[src/rtl/hazard_detect.sv]
// hazard_detect: load-use stall and forwarding-select generator for the IF/ID/EX/WB pipeline.
// Define HAZARD_STALL_CNT_EN to add the saturating stall_cycles counter port.
module hazard_detect #(
  parameter int unsigned REG_AW = 5,
  parameter int unsigned CNT_W  = 32
) (
  input  logic              clk,
  input  logic              rst_n,
  input  logic              id_valid,
  input  logic [REG_AW-1:0] id_rs1_addr,
  input  logic [REG_AW-1:0] id_rs2_addr,
  input  logic              id_uses_rs1,
  input  logic              id_uses_rs2,
  input  logic [REG_AW-1:0] id_rd_addr,
  input  logic              id_regwrite,
  input  logic              id_memread,
  input  logic              flush,
  output logic              stall,
  output logic              bubble,
  output logic [1:0]        rs1_hazard,
  output logic [1:0]        rs2_hazard
`ifdef HAZARD_STALL_CNT_EN
  ,
  output logic [CNT_W-1:0]  stall_cycles
`endif
);

  localparam logic [0:0] RUN    = 1'b0;
  localparam logic [0:0] LSTALL = 1'b1;

  localparam logic [1:0] FWD_NONE   = 2'b00;
  localparam logic [1:0] FWD_RESULT = 2'b01;
  localparam logic [1:0] FWD_MEM    = 2'b10;

  if (CNT_W == 0 || REG_AW == 0) begin : g_cfg_check
    $error("hazard_detect: REG_AW and CNT_W must be nonzero");
  end

  logic [0:0]        state;
  logic [0:0]        state_nxt;

  logic              ex_valid;
  logic [REG_AW-1:0] ex_rd;
  logic              ex_regwrite;
  logic              ex_memread;

  logic              wb_valid;
  logic [REG_AW-1:0] wb_rd;
  logic              wb_regwrite;

  logic              rs1_ex_hit;
  logic              rs2_ex_hit;
  logic              rs1_wb_hit;
  logic              rs2_wb_hit;
  logic              load_use;
  logic              advance;
  logic [1:0]        rs1_code;
  logic [1:0]        rs2_code;

  function automatic logic src_match(input logic              uses,
                                     input logic              slot_valid,
                                     input logic              slot_regwrite,
                                     input logic [REG_AW-1:0] slot_rd,
                                     input logic [REG_AW-1:0] src);
    return uses & slot_valid & slot_regwrite & (slot_rd == src) & (src != '0);
  endfunction

  // Distance-1 ALU result wins over the distance-2 writeback value.
  function automatic logic [1:0] fwd_code(input logic ex_hit,
                                          input logic ex_load,
                                          input logic wb_hit);
    if (ex_hit && !ex_load) return FWD_RESULT;
    if (wb_hit)             return FWD_MEM;
    return FWD_NONE;
  endfunction

  // Next-state, stall and forwarding-code decode.
  always_comb begin
    state_nxt  = state;
    stall      = 1'b0;
    rs1_ex_hit = src_match(id_uses_rs1, ex_valid, ex_regwrite, ex_rd, id_rs1_addr);
    rs2_ex_hit = src_match(id_uses_rs2, ex_valid, ex_regwrite, ex_rd, id_rs2_addr);
    rs1_wb_hit = src_match(id_uses_rs1, wb_valid, wb_regwrite, wb_rd, id_rs1_addr);
    rs2_wb_hit = src_match(id_uses_rs2, wb_valid, wb_regwrite, wb_rd, id_rs2_addr);
    load_use   = ex_memread & (rs1_ex_hit | rs2_ex_hit);

    case (state)
      RUN: begin
        stall = id_valid & ~flush & load_use;
        if (stall) state_nxt = LSTALL;
      end
      default: state_nxt = RUN;
    endcase

    advance  = id_valid & ~stall & ~flush;
    rs1_code = fwd_code(rs1_ex_hit, ex_memread, rs1_wb_hit);
    rs2_code = fwd_code(rs2_ex_hit, ex_memread, rs2_wb_hit);
  end

  // Tracker slots, FSM state and registered EX-stage controls.
  always_ff @(posedge clk) begin
    if (!rst_n) begin
      state       <= RUN;
      ex_valid    <= 1'b0;
      ex_rd       <= '0;
      ex_regwrite <= 1'b0;
      ex_memread  <= 1'b0;
      wb_valid    <= 1'b0;
      wb_rd       <= '0;
      wb_regwrite <= 1'b0;
      bubble      <= 1'b0;
      rs1_hazard  <= FWD_NONE;
      rs2_hazard  <= FWD_NONE;
    end else begin
      state       <= state_nxt;
      ex_valid    <= advance;
      ex_rd       <= id_rd_addr;
      ex_regwrite <= id_regwrite;
      ex_memread  <= id_memread;
      wb_valid    <= ex_valid;
      wb_rd       <= ex_rd;
      wb_regwrite <= ex_regwrite;
      bubble      <= stall | flush;
      rs1_hazard  <= advance ? rs1_code : FWD_NONE;
      rs2_hazard  <= advance ? rs2_code : FWD_NONE;
    end
  end

`ifdef HAZARD_STALL_CNT_EN
  // Saturating count of load-use stall cycles.
  always_ff @(posedge clk) begin
    if (!rst_n) begin
      stall_cycles <= '0;
    end else if (stall && (stall_cycles != {CNT_W{1'b1}})) begin
      stall_cycles <= stall_cycles + CNT_W'(1);
    end
  end
`endif

endmodule

[config.mk]
export PLATFORM = sky130hd
export DESIGN_NAME = hazard_detect
export DESIGN_NICKNAME = d
export VERILOG_FILES = /design/src/rtl/hazard_detect.sv
export SDC_FILE = /design/constraint.sdc
export NUM_CORES = 1
export LEC_CHECK = 0
export ABC_AREA = 0
export BUFFER_PORTS_ARGS = -buffer_cell sky130_fd_sc_hd__clkbuf_2
export CAP_MARGIN = 20
export CORE_UTILIZATION = 35
export CTS_BUF_LIST = sky130_fd_sc_hd__clkbuf_4 sky130_fd_sc_hd__clkbuf_8
export DETAILED_ROUTE_END_ITERATION = 8
export GPL_TIMING_DRIVEN = 0
export SLEW_MARGIN = 20
export SYNTH_ARGS = -nofsm -noshare
export SYNTH_HDL_FRONTEND = slang
export SYNTH_SLANG_ARGS = --single-unit
[constraint.sdc]
create_clock -name clk -period 3.15 [get_ports clk]
set_input_delay 0.63 -clock clk [delete_from_list [all_inputs] [get_ports clk]]
set_output_delay 0.63 -clock clk [all_outputs]
set_load 0.05 [all_outputs]
# Word-level counts from Yosys, hierarchy flattened
# Cells that the tools add are included.
dict set report classes {
  eq_ne 4
  mux 16
  n_bitwise 26
  n_reduce_logical 7
}
# op count
set ops {}
lappend ops {{$and A1 B1 Y1} 21}
lappend ops {{$eq A5 B5 Y1} 4}
lappend ops {{$mux W2} 8}
lappend ops {{$reduce_bool A5 Y1} 2}
lappend ops {{$mux W1} 8}
lappend ops {{$not A1 Y1} 3}
lappend ops {{$logic_and A1 B1 Y1} 2}
lappend ops {{$or A1 B1 Y1} 2}
lappend ops {{$reduce_and A2 Y1} 1}
lappend ops {{$reduce_or A2 Y1} 1}
lappend ops {{$logic_not A1 Y1} 1}
dict set report totals {
  ff_bits 21
  input_bits 23
  output_inout_bits 6
  word_cells 64
}

# Depth between registers and ports, before layout
# Gate-level depths: netlist (run 1).
dict set report logic_depth {
  ltp_word 12
  mapped_depth 5
  mapped_depth_nobuf 5
}

# Worst setup path after synthesis (run 1)
# Ideal clock, no wire load.
dict set report synth_timing {
  kind {input-to-output}
  start {input port id_rs2_addr[4]}
  end {output port stall}
  arrival_time_ns 1.997
  required_ns 2.520
  slack_ns 0.523
  path_stages 5
  path_buffers 0
  path_cell_list {xnor2_1 and4_1 nand4_2 a21oi_4 nor3b_2}
}
dict set report synth_between {
  elab_chain_cells 7
  elab_cells_between_ends 8
  cone_classes {eq/ne (1); mux (1); bitwise (5); reduce/logical (1)}
}
# element line_no
set synth_rtl {}
lappend synth_rtl {{start: declaration} 11} ;# input logic [REG_AW-1:0] id_rs2_addr,
lappend synth_rtl {{$eq A5 B5 Y1} 65} ;# return uses & slot_valid & slot_regwrite & (slot_rd == src) & (src != '0);
lappend synth_rtl {{$and A1 B1 Y1} 65}
lappend synth_rtl {{$and A1 B1 Y1 (*)} 65}
lappend synth_rtl {{$or A1 B1 Y1 (*)} 85} ;# load_use = ex_memread & (rs1_ex_hit | rs2_ex_hit);
lappend synth_rtl {{$and A1 B1 Y1 (*)} 85}
lappend synth_rtl {{$and A1 B1 Y1 (*)} 89} ;# stall = id_valid & ~flush & load_use;
lappend synth_rtl {{$mux W1 (*)} 87} ;# case (state)
lappend synth_rtl {{end: declaration} 18} ;# output logic stall,
# Mark *: on every way between the ends. The rest lies on a longest branch, timed or not.

# Worst setup path after layout (run 1)
# Same ends and word-level chain as after synthesis.

==> results.md, run 1 <==
* Compound-gate portion of the synthesized area at around 4.2%
* Synth Flop Type: dfxtp_1
* Max Cap Viol at 0
* Synth area leaders: dfxtp_1 (44%), xor2_1 (12%), and2_1 (9.3%)
* Fill cells at 257
* Mapped Area at 946 µm²
* Max FO, Critical Path at 5
* Synth cell types at 24
* Worst-margin pin slew at slightly below 0.3 ns
* Flop-to-flop setup slack at about 1.7 ns
* Critical setup path kind: in -> out
* Worst hold path class: reg -> reg
* Final setup fails at 0
* Area grow syn2layout at 22.0%
* Cell taking the most area after synthesis: dfxtp_1
* Gate Count Post-Synth at between 90 and 100
* Setup Fix Bufs, Post-CTS at 0
* Post-synthesis register bit count at 21
* Detail Placement HPWL at ~1.5 mm
* # IOs at 29
* CP endpoint kind: output port
* Maximum operating frequency at roughly 380 MHz
* Worst hold path depth at 2
* Hold_ws at slightly below 0.5 ns
* ANT nets after route at 0
* R2r endpoint: bubble
* CTS Hold Bufs at 0
* CP dominant cell by count: clkbuf_2
* Pre-antenna DRT Iters at 4
* First-pass GRT wire length at roughly 2.8 mm
* CTS tree: yes
* Via density at ~4.6
* Worst Hold Path EP: rs2_hazard[1]
* Critical-path cell list: clkbuf_2 > xnor2_1 > and4_1 > nand4_2 > a21oi_4 > nor3b_2 > clkbuf_2
* Leak at slightly below 0.5 nW
* Power Density at approximately 410 nW/µm²
* Syn Area/Cell at approximately 9.9 µm²
* Crit-path slowest cell: clkbuf_2
* Die ar. at between 2000 and 3000 µm²
* Die X at 54.0 µm
* Final min period at 2.64 ns
* Ant. Diodes at 0
* Vias at between 700 and 800
* Initial antenna violation count at 0
* Most common cell in the netlist: dfxtp_1
* Final #Nets at between 150 and 200
* Post-synthesis mux area share at 0%
* Slew Viols, Final at 0
* Ys async rst share at 0%
* Skew-Pair Late Insertion Delay at approximately 0.29 ns
* Height of the chip at ~54 µm
* Num rows at 18
* Sequential share of the synthesized area at between 40% and 50%
* CP arrival at ~2 ns
* Hold Vio Cnt, Final at 0
* Crit-path max cell delay at 0.29 ns
* Yosys top cell area share at between 40% and 50%
* Area of the multi-input gates at a little over 500 µm²
* RSZ-0062 raised after global routing: false
* Routability Congestion at between 0.8 and 0.9
* Detailed Route Iter0 Violations at 11
* Initial Utilization at between 30% and 40%
* Setup ws final at between 0.5 and 0.6 ns
* TritonCTS Buffers at 3
* Post-synthesis xor/xnor area fraction at 18.5%
* Worst vdd ir at 0.000245 V
* Post-Route Skew at between 0.0008 and 0.0009 ns
* Vias in the first global route at roughly 660
* Root buffer cell: clkbuf_4
* WP data required at 2.52 ns
* Mapped Nets at 119
* H-Tree Depth at 1
* All-Layer GR Usage at 13.9%
* Total clock sinks at 21
* Worst reg2reg path depth at 5
* Status: completed
* Share of cells above drive strength 1 at a little under a third
* IO buf count at 28
* Clk pin slew, worst setup/hold paths at 0.11 ns
* Main combinational cell family by area after synthesis: simple AND/OR/NAND/NOR gates
* RR Startpoint: ex_rd[4]
* CTS max path bufs at 2
* Startpoint Class: primary input
* Hold_sp: wb_valid
* Reg area at ~420 µm²
* Largest net degree at the start of global routing at 14
* Adder-cell share of the synthesized area at 0%
* Final period util at 83.8%
* TNS Setup at 0 ns
* Per-cell routed wire length at 11.2 µm
* Remaining global-route overflow at 0
* Most frequent cells after synthesis: dfxtp_1 (21), and2_1 (14), xor2_1 (13)
* Routed WL at 1.77 mm
* Post_cts resized at 0
* Rel. slew slack at between 80% and 90%
* Pre-CTS setup slack at 0.494 ns
* Post-synth EDFFs at 0
* Area of the core at about 2500 µm²
* Yosys Warn Count at 0
* Simple-Gate Fraction of Synth Area at between 30% and 40%
* DRC viols at 0
[sequential cells by signal, indices dropped and copies added, names as in the netlist]
name / cells
ex_rd: 5
wb_rd: 5
rs1_hazard: 2
rs2_hazard: 2
bubble: 1
ex_memread: 1
ex_regwrite: 1
ex_valid: 1
state: 1
wb_regwrite: 1
wb_valid: 1
[logic make-up (layout without fill, tap and decap cells)]
group	Yosys count	in the layout
AO/OA/AOI/OAI	4	4
XOR/XNOR	20	20
flip-flops	21	21
buffers and inverters	3	35
AND/OR/NAND/NOR	48	48
[area by class of cell]
type                       count  area share [%]
clock buffer                   3            1.95
clock inverter                 1           0.651
timing repair buffer          28            12.1
multi-input combinational     72            44.6
sequential                    21            36.4
buffer                         1           0.325
inverter                       2           0.651
tap                           30            3.25
[report_power, final]
group	total, W	switching, W	internal [W]
Sequential	0.000284	0.00000882	0.000275
Clock	0.000125	0.0000770	0.0000482
Combinational	0.0000657	0.0000341	0.0000316
[through the flow]
| step | util (%) | instance area (µm²) | std cells | total power, W |
|---|---|---|---|---|
| 6_report | 45.7 | 1150 | 158 | 0.000475 |
| 5_1_grt | 45.7 | 1150 | 158 | 0.000503 |
| 4_1_cts | 45.7 | 1150 | 158 | 0.000484 |
| 3_5_place_dp | 44.5 | 1120 | 154 | 0.000356 |
| 3_3_place_gp | 44.5 | 1120 | 154 | 0.000353 |
| 2_1_floorplan | - | 946 | 96 | 0.000327 |
[layer usage]
| metal | GRT usage (%) | share of wire [%] | up-vias |
|---|---|---|---|
| li1 | - | - | 390 |
| met1 | 15.7 | 42 | 312 |
| met2 | 25.7 | 53 | 18 |
| met3 | 2.54 | 4.2 | 2 |
| met4 | 5.13 | 1.1 | 0 |
| met5 | 0 | 0 | - |
[layout by cell type (no fill, tap or decap), drive strengths merged]
cell type,n
a211oi,1
and2,15
nand3,6
nand2,2
xor2,13
nor3,8
inv,2
o2111ai,1
nand2b,1
nor3b,1
dfxtp,21
o21a,1
xnor2,7
clkinvlp,1
nand4,3
a21oi,1
nor2,9
nand3b,2
clkbuf,32
and4,1
[worst max-delay path, delay by kind of cell]
kind                      cells  cell delay [ns]
xor gates and xnor gates      1             0.19
AOI/OAI and AO/OA             1             0.21
and+or+nand+nor               3             0.58
buffers and inverters         2             0.40
[worst max-delay path by stage]
stage              startpoint  endpoint  cells after the start
2_1_floorplan  id_rs2_addr[4]     stall                      5
3_3_place_gp   id_rs2_addr[4]     stall                      7
3_5_place_dp   id_rs1_addr[2]     stall                      7
4_1_cts        id_rs1_addr[2]     stall                      7
5_1_grt        id_rs2_addr[4]     stall                      7
6_report       id_rs2_addr[4]     stall                      7
Power figures use the tool's default switching activity.
==> run 2, diff against run 1 <==
- ABC_AREA: 0 -> 1
- clock period: 3.15 -> 2.6 ns (I/O delays scaled with it)
==> run 2 against run 1 <==
Clock-buffer cell count unchanged. Routed wire length rose by 2.9%. Clock power grew 28%. Register-to-register slack lost 0.31 ns.
==> results.md, run 2 <==
* Vias in the first global route at 836 (was 661)
* Crit. Startpoint: ex_rd[4] (was id_rs2_addr[4])
* Initial antenna violation count at 0 (unchanged)
* Area of the multi-input gates at 442 µm² (was 514 µm²)
* Routability Congestion at 0.794 (was 0.867)
* Critical-path cell list: inv_1 > nand2_1 > nand3_1 > nor2_1 > nand2_1 > nand2_2 > nand2_2 > inv_1 > clkbuf_2 (was clkbuf_2 > xnor2_1 > and4_1 > nand4_2 > a21oi_4 > nor3b_2 > clkbuf_2)
* Hold_sp: id_rd_addr[0] (was wb_valid)
* Fin cells at 203 (was 158)
* Total clock sinks at 21 (unchanged)
* Yosys top cell area share at 42.4% (was 44.4%)
* DRC viols at 0 (unchanged)
* Crit path depth at 9 (was 7)
* Final min period at about 2.1 ns
* Post-synthesis register bit count at 21 (unchanged)
* Ant. Diodes at 0 (unchanged)
* Worst reg2reg path depth at 9 (was 5)
* Slew Viols, Final at 0 (unchanged)
* Startpoint Class: flop (was primary input)
* # IOs at 29 (unchanged)
* Crit-path max cell delay at 0.40 ns (was 0.29 ns)
* Leak at 0.657 nW (was 0.487 nW)
* Setup Fix Bufs, Post-CTS at 0 (unchanged)
* Die X at 55.2 µm (was 54.0 µm)
* Most frequent cells after synthesis: nand2_1 (36), inv_1 (31), dfxtp_1 (21) (was dfxtp_1 (21), and2_1 (14), xor2_1 (13))
* TritonCTS Buffers at 3 (unchanged)
* Most common cell after layout, fill and taps aside: nand2_1 (was clkbuf_2)
* Largest net degree at the start of global routing at 13 (was 14)
* Dpl cells at 199 (was 154)
* Clk pin slew, worst setup/hold paths at 0.12 ns (was 0.11 ns)
* Synth Flop Type: dfxtp_1 (unchanged)
* Syn Area/Cell at 6.98 µm² (was 9.85 µm²)
* CTS Hold Bufs at 0 (unchanged)
* Synth cell types at 19 (was 24)
* Remaining global-route overflow at 0 (unchanged)
* Initial Utilization at 38.6% (was 37.5%)
* Crit path buf inv count at 3 (was 2)
* Root buffer cell: clkbuf_4 (unchanged)
* Most common cell in the netlist: nand2_1 (was dfxtp_1)
* Share of cells above drive strength 1 at 22.5% (was 30.5%)
* Maximum operating frequency at 465 MHz
* Area of the core at 2570 µm² (was 2520 µm²)
* All-Layer GR Usage at 13.7% (was 13.9%)
* Per-cell routed wire length at 8.96 µm (was 11.2 µm)
* CP top delay family: simple AND/OR/NAND/NOR gates (unchanged)
* Area grow syn2layout at 20.2% (was 22.0%)
* WP data required at 2.08 ns (was 2.52 ns)
* Flop-to-flop setup slack at 1.38 ns (was 1.69 ns)
* CP endpoint kind: output port (unchanged)
* IO buf count at 27 (was 28)
* RSZ-0062 raised after global routing: false (unchanged)
* Synth area leaders: dfxtp_1 (42%), nand2_1 (14%), xnor2_1 (12%) (was dfxtp_1 (44%), xor2_1 (12%), and2_1 (9.3%))
* Worst Hold Path EP: ex_rd[0] (was rs2_hazard[1])
* First-pass GRT wire length at 3.29 mm (was 2.80 mm)
* Max FO, Critical Path at 4 (was 5)
* Yosys Warn Count at 0 (unchanged)
* Cell taking the most area after synthesis: dfxtp_1 (unchanged)
* Max Cap Viol at 0 (unchanged)
* RR Startpoint: ex_rd[4] (unchanged)
* Mapped Nets at 165 (was 119)
* Critical setup path kind: reg -> out (was in -> out)
* Height of the chip at 55.2 µm (was 54.0 µm)
* Sequential share of the synthesized area at 42.4% (was 44.4%)
* Worst hold path class: in -> reg (was reg -> reg)
* Final setup fails at 0 (unchanged)
* Gate Count Post-Synth at 142 (was 96)
* Crit-path slowest cell: dfxtp_1 (was clkbuf_2)
* TNS Setup at 0 ns (unchanged)
* Routed WL at 1.82 mm (was 1.77 mm)
* Post_cts resized at 0 (unchanged)
* Hold Vio Cnt, Final at 0 (unchanged)
* Detail Placement HPWL at 1.51 mm (was 1.54 mm)
* Num rows at 18 (unchanged)
* Die ar. at 3050 µm² (was 2910 µm²)
* CTS max path bufs at 2 (unchanged)
* Worst-margin pin slew at 0.354 ns (was 0.296 ns)
* Worst hold path depth at 3 (was 2)
* Post-Route Skew at 0.00330 ns (was 0.000886 ns)
* Largest regs: ex_rd (5), wb_rd (5) (unchanged)
* Pre-antenna DRT Iters at 5 (was 4)
* Mapped Area at 991 µm² (was 946 µm²)
* ANT nets after route at 0 (unchanged)
* Met2 WL at 845 µm (was 930 µm)
* Max layer used: met4 (unchanged)
* CP arrival at 1.63 ns (was 2.01 ns)
* Final period util at between 80% and 90%
* WL met3 at 78 µm (was 74 µm)
* Skew-Pair Late Insertion Delay at 0.31 ns (was 0.29 ns)
* Status: completed (unchanged)
* H-Tree Depth at 1 (unchanged)
* Met1 WL at 858 µm (was 743 µm)
* Reg area at 420 µm² (unchanged)
* Worst vdd ir at 0.000271 V (was 0.000245 V)
* Hold_ws at 0.384 ns (was 0.488 ns)
* Final #Nets at 197 (was 152)
* Rel. slew slack at 76.4% (was 80.3%)
* Most frequent cells in the layout: nand2_1 (36), inv_1 (31), clkbuf_2 (27) (was clkbuf_2 (28), dfxtp_1 (21), and2_1 (14))
* Detailed Route Iter0 Violations at 15 (was 11)
* Power Density at 489 nW/µm² (was 411 nW/µm²)
* CTS tree: yes (unchanged)
* Via density at 4.24 (was 4.57)
* Fill cells at 272 (was 257)
* Vias at 861 (was 722)
* Post-synth EDFFs at 0 (unchanged)
* Ys async rst share at 0% (unchanged)
* R2r endpoint: rs2_hazard[0] (was bubble)
[run 2: cell count changes after synthesis, sizes merged, moves of 7 or more]
cell,delta
and2,-15
nand2,+37
xor2,-13
nor3,-7
nor2,+10
xnor2,+7
inv,+30
[run 2: per-stage QoR]
step	setup slack, ns	total power [W]	cell area, µm²	util (%)
floorplan	0.732	0.000399	991	-
global route	0.270	0.000620	1190	46.4
finish	0.451	0.000583	1190	46.4
detailed placement	0.489	0.000431	1160	45.3
CTS	0.427	0.000593	1190	46.4
global placement	0.515	0.000429	1160	45.3
[run 2: power by group]
part           switching, W  internal [W]
Combinational     0.0000433     0.0000379
Clock              0.000103     0.0000575
Sequential       0.00000821      0.000333
[run 2: routing by layer]
| layer | track usage [%] | up-vias |
|---|---|---|
| li1 | - | 474 |
| met1 | 16.3 | 361 |
| met2 | 23.6 | 22 |
| met3 | 2.11 | 4 |
| met4 | 7.50 | 0 |
| met5 | 0 | - |
[run 2: area by class of cell]
type	count	share of cell area, %
clock buffers	3	1.89
well taps	30	3.15
clock inverters	1	0.420
inverters	32	10.1
repair buffers	27	11.3
plain buffers	2	0.735
multi-input cells	87	37.1
flip-flops and latches	21	35.3
[run 2: worst register-to-register path, delay by kind of cell, from the launching register on]
family	cells	cell delay (ns)
buffers and inverters	1	0.07
DFF	1	0.40
and+or+nand+nor	8	0.65
[run 2: worst max path at each step]
| stage | end |
|---|---|
| finish | stall |
| global route | stall |
| CTS | stall |
| detailed placement | stall |
| global placement | stall |
| floorplan | stall |
[run 2: cells by family (layout without fill, tap and decap cells)]
family                    after synthesis  after routing  share of synthesized area (%)
xor gates and xnor gates               14             14                           12.4
AOI/OAI and AO/OA                       5              5                           2.90
and+or+nand+nor                        68             68                           29.3
DFF                                    21             21                           42.4
buffers and inverters                  34             65                           13.0
